--- config.mk ---
export PLATFORM = sky130hd
export DESIGN_NAME = fetch_queue
export DESIGN_NICKNAME = d
export VERILOG_FILES = /design/src/rtl/fetch_queue_pkg.sv /design/src/rtl/fetch_fifo.sv /design/src/rtl/fetch_queue.sv
export SDC_FILE = /design/constraint.sdc
export NUM_CORES = 1
export LEC_CHECK = 0
export ABC_AREA = 1
export BUFFER_PORTS_ARGS = -buffer_cell sky130_fd_sc_hd__clkbuf_2
export CAP_MARGIN = 20
export CORE_MARGIN = 1
export CORE_UTILIZATION = 62
export DETAILED_ROUTE_END_ITERATION = 10
export PLACE_DENSITY = 0.84
export SLEW_MARGIN = 5
export SYNTH_ARGS = -nofsm -noshare
export SYNTH_HDL_FRONTEND = slang
export SYNTH_HIERARCHICAL = 1
export SYNTH_SLANG_ARGS = --single-unit
--- constraint.sdc ---
create_clock -name clk -period 4.7 [get_ports clk]
set_input_delay 0.47 -clock clk [delete_from_list [all_inputs] [get_ports clk]]
set_output_delay 0.47 -clock clk [all_outputs]
set_load 0.01 [all_outputs]
--- src/rtl/fetch_queue_pkg.sv ---
// Shared widths, reset address and fetch-entry record for the instruction fetch stage.
package fetch_queue_pkg;

    localparam int FQ_ADDR_W = 10;
    localparam int FQ_INSTR_W = 16;
    localparam int FQ_DEPTH = 4;
    localparam int unsigned FQ_RESET_PC = 0;

    typedef struct packed {
        logic [FQ_INSTR_W-1:0] instr;
        logic [FQ_ADDR_W-1:0]  pc;
    } fetch_entry_t;

    // Next sequential fetch address; wraps at the top of the ROM.
    function automatic logic [FQ_ADDR_W-1:0] fq_next_pc(input logic [FQ_ADDR_W-1:0] pc);
        return pc + FQ_ADDR_W'(1);
    endfunction

endpackage

--- src/rtl/fetch_fifo.sv ---
// Prefetch circular buffer: read/write pointers, occupancy count, synchronous flush.
import fetch_queue_pkg::*;

module fetch_fifo #(
    parameter int WIDTH = FQ_INSTR_W + FQ_ADDR_W,
    parameter int DEPTH = FQ_DEPTH,
    localparam int PW = $clog2(DEPTH)
) (
    input  logic             clk,
    input  logic             Reset,
    input  logic             flush,
    input  logic             push,
    input  logic [WIDTH-1:0] push_data,
    input  logic             pop,
    output logic             head_valid,
    output logic [WIDTH-1:0] head_data,
    output logic [PW:0]      count
);

    logic [WIDTH-1:0] mem [DEPTH];
    logic [PW-1:0]    rd_ptr;
    logic [PW-1:0]    wr_ptr;
    logic             do_push;
    logic             do_pop;
    logic             full;

    assign full       = (count == (PW+1)'(DEPTH));
    assign head_valid = (count != '0);
    assign do_pop     = pop && head_valid;
    // A push into a full buffer is only legal when the head leaves the same cycle.
    assign do_push    = push && (!full || do_pop);
    assign head_data  = mem[rd_ptr];

    always_ff @(posedge clk) begin
        if (do_push && !flush) begin
            mem[wr_ptr] <= push_data;
        end
    end

    always_ff @(posedge clk) begin
        if (!Reset || flush) begin
            rd_ptr <= '0;
            wr_ptr <= '0;
            count  <= '0;
        end else begin
            if (do_push) begin
                wr_ptr <= wr_ptr + PW'(1);
            end
            if (do_pop) begin
                rd_ptr <= rd_ptr + PW'(1);
            end
            case ({do_push, do_pop})
                2'b10:   count <= count + (PW+1)'(1);
                2'b01:   count <= count - (PW+1)'(1);
                default: count <= count;
            endcase
        end
    end

endmodule

--- src/rtl/fetch_queue.sv ---
// Instruction fetch stage: PC, ROM issue, squash/redirect and prefetch FIFO to the decoder.
// Optional FETCH_BYPASS_EN forwards a response straight to the decoder when the FIFO is empty.
import fetch_queue_pkg::*;

module fetch_queue #(
    parameter int          ADDR_W   = FQ_ADDR_W,
    parameter int          INSTR_W  = FQ_INSTR_W,
    parameter int          DEPTH    = FQ_DEPTH,
    parameter int unsigned RESET_PC = FQ_RESET_PC
) (
    input  logic               clk,
    input  logic               Reset,
    output logic               rom_en,
    output logic [ADDR_W-1:0]  rom_addr,
    input  logic [INSTR_W-1:0] rom_data,
    input  logic               redirect,
    input  logic [ADDR_W-1:0]  redirect_pc,
    output logic               instr_valid,
    input  logic               instr_ready,
    output logic [INSTR_W-1:0] instr,
    output logic [ADDR_W-1:0]  instr_pc
);

    localparam int CW = $clog2(DEPTH) + 1;
    localparam int EW = INSTR_W + ADDR_W;

    logic [ADDR_W-1:0] fetch_pc;
    logic [ADDR_W-1:0] inflight_pc;
    logic              inflight;
    logic              squash;

    logic [CW-1:0]     count;
    logic [CW:0]       occupancy;
    logic              fifo_valid;
    logic [EW-1:0]     head_data;
    logic              resp;
    logic              push;
    logic              pop;

    // Occupancy counts the outstanding request; a same-cycle pop earns no credit.
    assign occupancy = {1'b0, count} + {{CW{1'b0}}, inflight};
    assign rom_en    = Reset && !redirect && (occupancy < (CW+1)'(DEPTH));
    assign rom_addr  = fetch_pc;
    assign resp      = inflight && !squash;
    assign pop       = fifo_valid && instr_ready;

`ifdef FETCH_BYPASS_EN
    logic bypass;

    assign bypass      = resp && !redirect && !fifo_valid;
    assign push        = resp && !(bypass && instr_ready);
    assign instr_valid = fifo_valid || bypass;

    always_comb begin
        instr    = '0;
        instr_pc = '0;
        if (fifo_valid) begin
            instr    = head_data[EW-1:ADDR_W];
            instr_pc = head_data[ADDR_W-1:0];
        end else if (bypass) begin
            instr    = rom_data;
            instr_pc = inflight_pc;
        end
    end
`else
    assign push        = resp;
    assign instr_valid = fifo_valid;
    assign instr       = fifo_valid ? head_data[EW-1:ADDR_W] : '0;
    assign instr_pc    = fifo_valid ? head_data[ADDR_W-1:0]  : '0;
`endif

    always_ff @(posedge clk) begin
        if (!Reset) begin
            fetch_pc    <= ADDR_W'(RESET_PC);
            inflight    <= 1'b0;
            inflight_pc <= '0;
            squash      <= 1'b0;
        end else begin
            inflight <= rom_en;
            if (rom_en) begin
                inflight_pc <= fetch_pc;
            end
            // Squash covers exactly the response slot following the redirect.
            squash <= redirect && inflight;
            if (redirect) begin
                fetch_pc <= redirect_pc;
            end else if (rom_en) begin
                fetch_pc <= fetch_pc + ADDR_W'(1);
            end
        end
    end

    fetch_fifo #(
        .WIDTH (EW),
        .DEPTH (DEPTH)
    ) u_fifo (
        .clk        (clk),
        .Reset      (Reset),
        .flush      (redirect),
        .push       (push),
        .push_data  ({rom_data, inflight_pc}),
        .pop        (pop),
        .head_valid (fifo_valid),
        .head_data  (head_data),
        .count      (count)
    );

endmodule

==> results.cfg <==
[cells_and_area]
post-route-util_pct = 75.50
finalNetCount = 637
fillers = 573
fin_cells = 722
area_delta_synth_final_pct = 17.28
seqCellArea_um2 = 3745
drive_above_1_share_pct = 20.52
multi_input_area_um2 = 1579
fin_area_um2 = 6616
antenna_cells = 0

[synthesis]
synthTopCellsByArea = edfxtp_1 (55%), dfxtp_1 (11%), nand2_1 (5.7%)
syn_area_per_cell_um2 = 10.56
synth.ff_latch_count = 135
ys_warn_count = 6
synth_common_cells = edfxtp_1 (104), nand2_1 (85), nor2_1 (76)
synthDistinctLibCells = 32
synth_top_area_share_pct = 55.36
synth_edf_count = 104
yosysMostFrequentCell = edfxtp_1
synthArstFlopShare_pct = 0
syn_nets = 570
mappedNetlistArea_um2 = 5642
yosysSeqAreaShare_pct = 66.36
syn_inst = 534
synth_flop_cell = edfxtp_1
synth_top_cell_by_area = edfxtp_1

[power_and_ir_drop]
ir_worst_vdd_mv = 0.2767
power_density_nw_per_um2 = 406.5
finalPower_mw = 2.690
p_leak_nw = 2.814

[timing]
setup_violations = 0
hold_violations = 0
worst_pin_slew_ns = 0.9569
relSlewSlack_pct = 36.12
slew_violations = 0
finalSetupTns_ns = 0
fmax_mhz = 302.6
fin_crit_ns = 3.305
holdWs_ns = 0.1704
setup_slack_ns = 1.395
worst_clock_skew_ns = 0.006828
final.period_utilization_pct = 70.31
rsz0062_at_grt = false

[setup_path]
r2r_start = u_fifo/count[2]
worst-path-max-fanout = 53
crit_chain = inv_2, o21ai_1, o22ai_1, nand2_1, inv_1, clkbuf_2
end_kind = output port
cp.required_ns = 4.23
worst-path-buf-inv = 3
cp-start-kind = flop
slowest_stage = dfxtp_2
crit_arrival_ns = 2.83
cp_top_family = flip-flops
crit_type = flop to output port
max_stage_delay_ns = 0.91

[route]
drc = 0
via_per_inst = 5.608
ant_nets = 0
drtIter0Drc = 315
vias = 4049
first_pass_iters = 5
wl_per_cell_um = 15.87
wl_um = 11460

[die]
io_pins = 68
start_util_pct = 64.38
num_rows = 34
core_region_area_um2 = 8763
dieHeight_um = 97.39
die-area_um2 = 9485
die_w_um = 97.39

[run_status]
status = completed

[global_route]
grt_use_met3_pct = 5.899
track_usage_pct = 25.39
grt_max_degree = 54
grt_pass1_vias = 3915
top_usage_layer = met2
antenna_found_initial = 0
grt_use_met2_pct = 45.08
overflow = 0
grt_first_pass_wirelength_um = 18620
met1_usage_pct = 30.37

[placed_design]
dp_cells = 690
hpwl_um = 6435
place_ws_ns = 2.061
placement.io_buffers = 67
gp_congestion = 0.8283
dpl-instance-area_um2 = 6046

[min_path]
hold_class = input pin to flop
hp-start = rom_data[0]

[clock_network]
worstSkewPairLatency_ns = 0.51
path_clk_slew_ns = 0.06
clock_tree.root_cell = clkbuf_8
tritoncts = done
post_cts_resized = 0
postCtsHoldBufs = 0
clk_path_buf_depth = 2
cts_sinks = 135
cts_buffers = 17
htreeDepth = 4
cts_setup_buffers = 0

[job]
drv_cap = 0
[where the power goes]
part	total (mW)	switching (mW)	leakage, nW	internal (mW)
clock	1.25	0.489	0.271	0.761
combinational	0.118	0.0769	1.30	0.0414
sequential	1.32	0.0187	1.25	1.30
[worst register-to-register path, stage by stage, from the launching register on]
cell     delay, ns
dfxtp_1       0.42
inv_2         0.10
nand2_2       0.48
nand2_1       0.10
inv_1         0.17
inv_2         0.07
a21oi_4       0.18
nand2_2       0.10
fa_1          0.40
inv_1         0.07
nand4_1       0.10
a21oi_1       0.15
nor2_1        0.05
[cells by family after synthesis]
logic type	count (synthesis)	share of synthesized area [%]
buf+inv	82	5.833
flops	135	66.36
simple gates	204	15.59
compound gates	105	10.45
fa+ha+maj	6	1.464
xor+xnor	2	0.3105
[layout make-up]
cell class	count	area share, %
flip-flops and latches	135	56.60
multi-input cells	317	23.87
clock buffers	19	6.373
repair buffers	71	5.522
inverters	59	3.347
clock inverters	13	2.250
well taps	108	2.042
[per-layer routing]
metal	vias up	routed length, um
li1	1961	-
met1	1898	4642
met2	170	5870
met3	20	740
met4	0	208
met5	-	0
[final timing paths]
kind	slack (ns)	cells past startpoint	endpoint
hold reg to reg	0.48	2	u_fifo/rd_ptr[1]
setup reg to reg	2.19	12	u_fifo/count[2]
hold / removal	0.17	1	u_fifo/mem[2][10]
setup / recovery	1.40	6	instr[8]
[placed cells by master (no fill, tap or decap), types with 4 or more instances in the layout]
master / synthesis / final
a21oi_1: 12 / 12
buf_4: 0 / 4
clkbuf_16: 0 / 16
clkbuf_2: 1 / 67
clkinv_4: 0 / 5
dfxtp_1: 31 / 30
edfxtp_1: 104 / 104
ha_1: 5 / 5
inv_1: 55 / 55
inv_2: 4 / 4
nand2_1: 85 / 85
nand2_2: 5 / 5
nand3_1: 26 / 26
nor2_1: 76 / 72
nor2_2: 2 / 6
o21ai_0: 52 / 52
o21ai_1: 10 / 10
o22ai_1: 26 / 26
[sequential cells by signal, summed over array words and instances, names as in the netlist, named ones only]
signal	flops
u_fifo/mem	104
u_fifo/count	3
u_fifo/rd_ptr	2
u_fifo/wr_ptr	2
inflight_pc	10
inflight	1
rom_addr	10
squash	1
No activity file was read; power rests on OpenSTA's default activity.
